[config.mk]
export PLATFORM = sky130hd
export DESIGN_NAME = uart_tx_frame
export DESIGN_NICKNAME = d
export VERILOG_FILES = /design/src/rtl/uart_pkg.sv /design/src/rtl/uart_baud_gen.sv /design/src/rtl/uart_tx_frame.sv
export SDC_FILE = /design/constraint.sdc
export NUM_CORES = 1
export LEC_CHECK = 0
export CAP_MARGIN = 30
export CORE_MARGIN = 4
export CORE_UTILIZATION = 55
export CTS_BUF_LIST = sky130_fd_sc_hd__clkbuf_4
export DETAILED_ROUTE_END_ITERATION = 10
export PLACE_DENSITY = 0.74
export SYNTH_ARGS = -nofsm -noshare
export SYNTH_HDL_FRONTEND = slang
export SYNTH_HIERARCHICAL = 1
export SYNTH_SLANG_ARGS = --single-unit
[constraint.sdc]
create_clock -name clk -period 6.08 [get_ports clk]
set_input_delay 0.912 -clock clk [delete_from_list [all_inputs] [get_ports clk]]
set_output_delay 0.912 -clock clk [all_outputs]
set_load 0.05 [all_outputs]
[src/rtl/uart_pkg.sv]
// Shared UART types and constants for the transmit and receive paths.
package uart_pkg;

    typedef enum logic [1:0] {PAR_NONE, PAR_EVEN, PAR_ODD} parity_e;

    typedef enum logic [2:0] {IDLE, START, DATA, PARITY, STOP} tx_state_e;

    localparam int unsigned CLK_PER_BIT_115200_50M = 434;

endpackage

[src/rtl/uart_baud_gen.sv]
// Bit-cell timer: counts 0..CLK_PER_BIT-1, held at zero while clear is high.
module uart_baud_gen import uart_pkg::*; #(
    parameter int unsigned CLK_PER_BIT = CLK_PER_BIT_115200_50M
) (
    input  logic clk,
    input  logic rstn,
    input  logic clear,
    output logic tick
);

    localparam int unsigned CW = $clog2(CLK_PER_BIT);
    localparam logic [CW-1:0] LAST = CW'(CLK_PER_BIT - 1);

    logic [CW-1:0] cnt;

    always_ff @(posedge clk) begin
        if (!rstn || clear) begin
            cnt <= '0;
        end else if (cnt == LAST) begin
            cnt <= '0;
        end else begin
            cnt <= cnt + 1'b1;
        end
    end

    assign tick = !clear && (cnt == LAST);

endmodule

[src/rtl/uart_tx_frame.sv]
// Parametrised UART transmitter with a small input FIFO; queued words go out
// back-to-back with the next start bit directly after the last stop bit.
module uart_tx_frame import uart_pkg::*; #(
    parameter int unsigned CLK_PER_BIT = CLK_PER_BIT_115200_50M,
    parameter int unsigned DATA_BITS   = 8,
    parameter parity_e     PARITY      = PAR_NONE,
    parameter int unsigned STOP_BITS   = 1,
    parameter int unsigned FIFO_DEPTH  = 4
) (
    input  logic                             clk,
    input  logic                             rstn,
    input  logic                             in_valid,
    input  logic [DATA_BITS-1:0]             in_data,
    output logic                             in_ready,
    output logic                             txd,
    output logic                             busy,
    output logic                             frame_done,
    output logic [$clog2(FIFO_DEPTH+1)-1:0]  fifo_count
);

    localparam int unsigned AW   = $clog2(FIFO_DEPTH);
    localparam int unsigned CNTW = $clog2(FIFO_DEPTH + 1);

    logic [DATA_BITS-1:0] mem [FIFO_DEPTH];
    logic [AW:0]          wr_ptr;
    logic [AW:0]          rd_ptr;
    logic [AW:0]          used;
    logic [DATA_BITS-1:0] head;
    logic                 full;
    logic                 empty;
    logic                 push;
    logic                 pop;

    tx_state_e            state;
    logic [DATA_BITS-1:0] shreg;
    logic                 par_bit;
    logic [3:0]           bit_cnt;
    logic                 tick;
    logic                 last_data;
    logic                 last_stop;
    logic                 line_bit;

    assign used       = wr_ptr - rd_ptr;
    assign full       = (wr_ptr[AW] != rd_ptr[AW]) && (wr_ptr[AW-1:0] == rd_ptr[AW-1:0]);
    assign empty      = (wr_ptr == rd_ptr);
    assign in_ready   = !full;
    assign push       = in_valid && !full;
    assign fifo_count = CNTW'(used);
    assign head       = mem[rd_ptr[AW-1:0]];

    assign last_data = (bit_cnt == 4'(DATA_BITS - 1));
    assign last_stop = (bit_cnt == 4'(STOP_BITS - 1));

    // Pop either from idle or on the final stop tick, so the next start bit follows without a gap.
    assign pop = !empty && ((state == IDLE) || ((state == STOP) && tick && last_stop));

    always_ff @(posedge clk) begin
        if (!rstn) begin
            wr_ptr <= '0;
            rd_ptr <= '0;
        end else begin
            if (push) begin
                mem[wr_ptr[AW-1:0]] <= in_data;
                wr_ptr              <= wr_ptr + 1'b1;
            end
            if (pop) begin
                rd_ptr <= rd_ptr + 1'b1;
            end
        end
    end

    uart_baud_gen #(.CLK_PER_BIT(CLK_PER_BIT)) u_baud (
        .clk   (clk),
        .rstn  (rstn),
        .clear (state == IDLE),
        .tick  (tick)
    );

    always_comb begin
        line_bit = 1'b1;
        case (state)
            START:            line_bit = 1'b0;
            DATA:             line_bit = shreg[0];
            uart_pkg::PARITY: line_bit = par_bit;
            default:          line_bit = 1'b1;
        endcase
    end

    // txd trails the state by one cycle; busy is held until frame_done has been seen.
    always_ff @(posedge clk) begin
        if (!rstn) begin
            state      <= IDLE;
            txd        <= 1'b1;
            busy       <= 1'b0;
            frame_done <= 1'b0;
            shreg      <= '0;
            par_bit    <= 1'b0;
            bit_cnt    <= '0;
        end else begin
            txd        <= line_bit;
            frame_done <= (state == STOP) && tick && last_stop;
            if (pop) begin
                shreg   <= head;
                par_bit <= (PARITY == PAR_ODD) ^ (^head);
                bit_cnt <= '0;
                state   <= START;
                busy    <= 1'b1;
            end else begin
                case (state)
                    IDLE: begin
                        if (frame_done) busy <= 1'b0;
                    end
                    START: begin
                        if (tick) state <= DATA;
                    end
                    DATA: begin
                        if (tick) begin
                            shreg <= shreg >> 1;
                            if (last_data) begin
                                bit_cnt <= '0;
                                state   <= (PARITY != PAR_NONE) ? uart_pkg::PARITY : STOP;
                            end else begin
                                bit_cnt <= bit_cnt + 1'b1;
                            end
                        end
                    end
                    uart_pkg::PARITY: begin
                        if (tick) state <= STOP;
                    end
                    STOP: begin
                        if (tick) begin
                            if (last_stop) state <= IDLE;
                            else           bit_cnt <= bit_cnt + 1'b1;
                        end
                    end
                    default: state <= IDLE;
                endcase
            end
        end
    end

endmodule

Word-level counts from Yosys, hierarchy flattened
Memory sizes are Yosys's and may differ from the RTL's. A register that Yosys moved wholly into a read port is not among the register bits.
Index checks and enable logic that the tools add are counted.
{"block": "totals", "ff_bits": 34, "mem_bits_rw": 32, "n_memories": 1}
{"block": "op_classes", "addsub": 5, "eq_ne": 23, "muxes": 25, "n_bitwise": 2, "reduce_logical": 27}
{"name": "mem", "depth": 4, "width": 8, "rd": 1, "rd_ports_with_merged_regs": 1, "write_ports": 1, "line_no": "uart_tx_frame.sv:24", "source": "logic [DATA_BITS-1:0] mem [FIFO_DEPTH];"}
{"cell": "8-bit two-way mux", "count": 3}
{"cell": "3-bit two-way mux", "count": 6}
{"cell": "3-bit inequality test, second input constant", "count": 6}
{"cell": "4-bit two-way mux", "count": 4}
{"cell": "2-bit inequality test, second input constant", "count": 8}
{"cell": "3-bit case mux with 5 select lines", "count": 1}
{"cell": "7-bit AND reduction", "count": 2}
{"cell": "2-bit nonzero test", "count": 5}
{"cell": "9-bit by 1-bit adder with 9-bit output, second input constant", "count": 1}
{"cell": "9-bit equality test, second input constant", "count": 1}
{"cell": "4-bit case mux with 2 select lines", "count": 1}
{"cell": "8-bit XOR reduction", "count": 1}
{"cell": "1-bit two-way mux", "count": 7}
{"cell": "3-bit by 1-bit adder with 3-bit output, second input constant", "count": 2}
{"cell": "3-bit by 2-bit equality test with 1-bit output, second input constant", "count": 2}
{"cell": "1-bit logical AND", "count": 6}
{"cell": "4-bit by 1-bit adder with 4-bit output, second input constant", "count": 1}
{"cell": "4-bit by 3-bit equality test with 1-bit output, second input constant", "count": 1}
{"cell": "1-bit logical NOT", "count": 4}
{"cell": "4-bit logical NOT", "count": 1}
{"cell": "2-bit two-way mux", "count": 2}
{"cell": "2-bit AND reduction", "count": 2}
{"cell": "4-bit AND reduction", "count": 1}
{"cell": "2-bit OR reduction", "count": 2}
{"cell": "10 further kinds", "count": 12}

Depth between registers and ports, before layout
{"block": "logic_depth", "depth_word": 9, "depth_mapped": 9}

Modules after synthesis
The synthesis kept the hierarchy.
{"module": "uart_tx_frame", "instances": 1, "cells_per_inst": 204, "area_per_inst_um2": 2618.8, "seq_area_each_um2": 1501.4}
{"module": "uart_baud_gen", "instances": 1, "cells_per_inst": 46, "area_per_inst_um2": 421.7, "seq_area_each_um2": 180.2}

Least setup slack after synthesis
No wires, ideal clock.
{"block": "synth_timing", "kind": "register to output", "startpoint": "reg wr_ptr[0]", "endpoint": "out fifo_count[2]", "t_arrival_ns": 1.849, "t_required_ns": 5.168, "slack_ns": 3.319, "stages_incl_launch_ff": 5, "n_path_buf": 0, "cell_sequence": "dfxtp_1 inv_1 ha_1 fa_1 xnor2_1"}
{"block": "synth_between", "elab_chain_len": 1}
{"element": "from (decl)", "line_no": "uart_tx_frame.sv:25", "source": "logic [AW:0] wr_ptr;"}
{"element": "from (signal assigned)", "line_no": "uart_tx_frame.sv:64", "source": "wr_ptr <= wr_ptr + 1'b1;"}
{"element": "3-bit subtractor", "line_no": "uart_tx_frame.sv:43", "source": "assign used = wr_ptr - rd_ptr;"}
{"element": "to (decl)", "line_no": "uart_tx_frame.sv:18", "source": "output logic [$clog2(FIFO_DEPTH+1)-1:0] fifo_count"}
Every way passes these cells.

Worst setup path in the final report
Same ends and word-level chain as after synthesis.

==> summary.txt <==
Detailed routing
  – # DRC: 0
  – WL/cell: 13.9 um
  – Via count: 1824
  – Drt pass-1 iters: 6
  – DRT antenna net count: 0
  – Routed wire length: 4780 um
  – 1st-iter DRT viols: 64
  – DR vias/cell: 5.30

Clock network
  – Clock buffer count from CTS: 9
  – Hold_buf cts: 0
  – CTS tree: done
  – CTS max path bufs: 2
  – Clock slew at reported path FFs: 0.11 ns
  – Root buf cell: clkbuf_4
  – Clk sink count: 68
  – Worst skew pair latency: 0.40 ns
  – Post_cts resized: 0
  – Post-CTS Setup Bufs: 0
  – CTS HTree Levels: 3

Synth
  – EDFF count, synth: 32
  – Post-Syn Area: 3040 um2
  – Yosys cell types: 47
  – Synth Warn #: 6
  – Sequential fraction of the synthesis area: 55.3%
  – Flops & latches, synth: 68
  – Syn avg cell area: 12.2 um2
  – Most frequent cells after synthesis: dfxtp_1, edfxtp_1, nand2_1
  – Top cell type by total area after synthesis: edfxtp_1
  – FFs w/ async S/R, synth: 0%
  – Most common cell in the netlist: dfxtp_1
  – Primary FF master, synth: dfxtp_1
  – Cells after Synth: 250
  – Top-area cell type share of the netlist area: 31.6%
  – Synth Net Count: 273
  – Largest cells by area after synthesis: edfxtp_1, dfxtp_1, mux4_2

Run
  – Max Cap Violations: 0

Die
  – Std-Cell Rows: 26
  – Die Ht: 82.4 um
  – DIE AREA: 6780 um2
  – Initial Util: 58.1%
  – Top Ports: 18
  – Die W: 82.4 um
  – Core Box Area: 5240 um2

Pwr
  – Leakage Power: 0.00119 uW
  – Peak supply drop: 0.215 mV
  – Cell Pwr Density: 377 nW/um2

Global routing
  – Largest net degree at the start of global routing: 29
  – Vias in the first global route: 1882
  – GR Util All Layers: 17.4%
  – Remaining Overflow, GRT: 0
  – Initial antenna violation count: 0
  – First-pass GRT wire length: 8630 um

Min path
  – WHS Path Cells: 2
  – Hold Path Class: flop to flop

Timing
  – Fin Clk Skew: 0.0116 ns
  – F_max: 296 MHz
  – Period utilization: 55.5%
  – Final setup fails: 0
  – Post-route setup TNS: 0 ns
  – Post-route minimum period: 3.37 ns
  – Final Hold Viols: 0
  – RSZ-0062 raised after global routing: false
  – Max-Slew Margin vs Limit: 48.2%
  – Slew @ Worst Pin: 0.774 ns
  – Slew Viols, Final: 0

Setup path
  – Startpoint Class: flop
  – CP Capture Type: output pin
  – R2R depth: 8
  – Kind of critical path: flop to output pin
  – Crit path arrival time: 2.46 ns
  – Maximum fanout along the worst path: 4
  – Worst EP required: 5.17 ns

Placed design
  – I/O Buffers: 17
  – HPWL Detailed: 3280 um
  – Routability congestion estimate: 0.819

Finish
  – Final core utilization: 64.6%
  – Layout cell share with drive strength beyond 1: 10.9%
  – N_diodes: 0
  – Area grow syn2layout: 11.4%
  – Final #Nets: 292

Run status
  – Outcome: complete, no violations
[layout by cell type, fill, tap and decap left out, types with 4 or more instances in the layout]
cell type	instances
a21boi_1	8
a21oi_1	9
a22oi_1	7
and2_1	5
and3_1	5
clkbuf_4	10
clkdlybuf4s50_1	17
dfxtp_1	36
edfxtp_1	32
ha_1	11
inv_1	9
mux4_2	8
nand2_1	21
nand3_1	7
nor2_1	13
nor2b_1	9
o21ai_0	7
or3_1	4
xnor2_1	13
xor2_1	8
[sequential cells by signal, indices dropped and copies added, names as in the netlist, named ones only]
register / flops
mem: 32
u_baud/cnt: 9
shreg: 8
bit_cnt: 4
rd_ptr: 3
state: 3
wr_ptr: 3
busy: 1
frame_done: 1
par_bit: 1
txd: 1
[worst max-delay path: stages (launching register included)]
cell	delay, ns
dfxtp_1	0.37
inv_1	0.11
ha_1	0.22
fa_1	0.38
xnor2_1	0.17
clkdlybuf4s50_1	0.82
[where the power goes]
part	total, uW	switching [uW]	internal (uW)	leakage (uW)
clock network	289	159	130	0.0000763
logic	408	222	186	0.000533
registers	579	48.3	531	0.000584
[cell families (layout without fill, tap and decap cells)]
group	after synthesis	count (layout)	synth area share, %
AO/OA/AOI/OAI	42	42	10.4
buffers and inverters	18	42	2.84
adder cells (fa/ha/maj)	12	12	5.19
XOR/XNOR	21	21	6.05
multiplexers	9	9	6.26
flip-flops	68	68	55.3
AND/OR/NAND/NOR	80	80	14.0
[worst paths after layout]
path	startpoint	to	slack, ns
hold reg to reg	shreg[2]	shreg[2]	0.47
setup reg to reg	state[0]	shreg[0]	2.79
setup / recovery	wr_ptr[0]	fifo_count[2]	2.71
hold / removal	shreg[2]	shreg[2]	0.47
[metrics by stage]
| step | instances | cell area, um2 | hold WS [ns] | total power, uW | setup slack [ns] |
|---|---|---|---|---|---|
| 5_1_grt | 344 | 3390 | 0.483 | 1360 | 2.39 |
| 6_report | 344 | 3390 | 0.467 | 1280 | 2.71 |
| 4_1_cts | 344 | 3390 | 0.464 | 1300 | 2.65 |
| 3_3_place_gp | 328 | 3250 | 0.440 | 995 | 2.94 |
| 2_1_floorplan | 250 | 3040 | 0.433 | 923 | 3.32 |
| 3_5_place_dp | 328 | 3250 | 0.448 | 1000 | 2.78 |
[routing by layer]
layer	track usage, %	routed length [um]	vias up
met5	0	0	-
met4	4.98	51	0
met3	7.48	184	5
met2	28.4	2350	26
met1	20.8	2190	860
li1	-	-	933
[layout make-up]
class | instances | area (um2)
sequential | 68 | 1680
inverter | 9 | 33.8
clock buffer | 10 | 75.1
tap | 70 | 87.6
multi-input combinational | 164 | 1270
timing repair buffer | 17 | 170
clock inverter | 6 | 65.1
fill | 415 | 1850
Power figures use the tool's default switching activity.
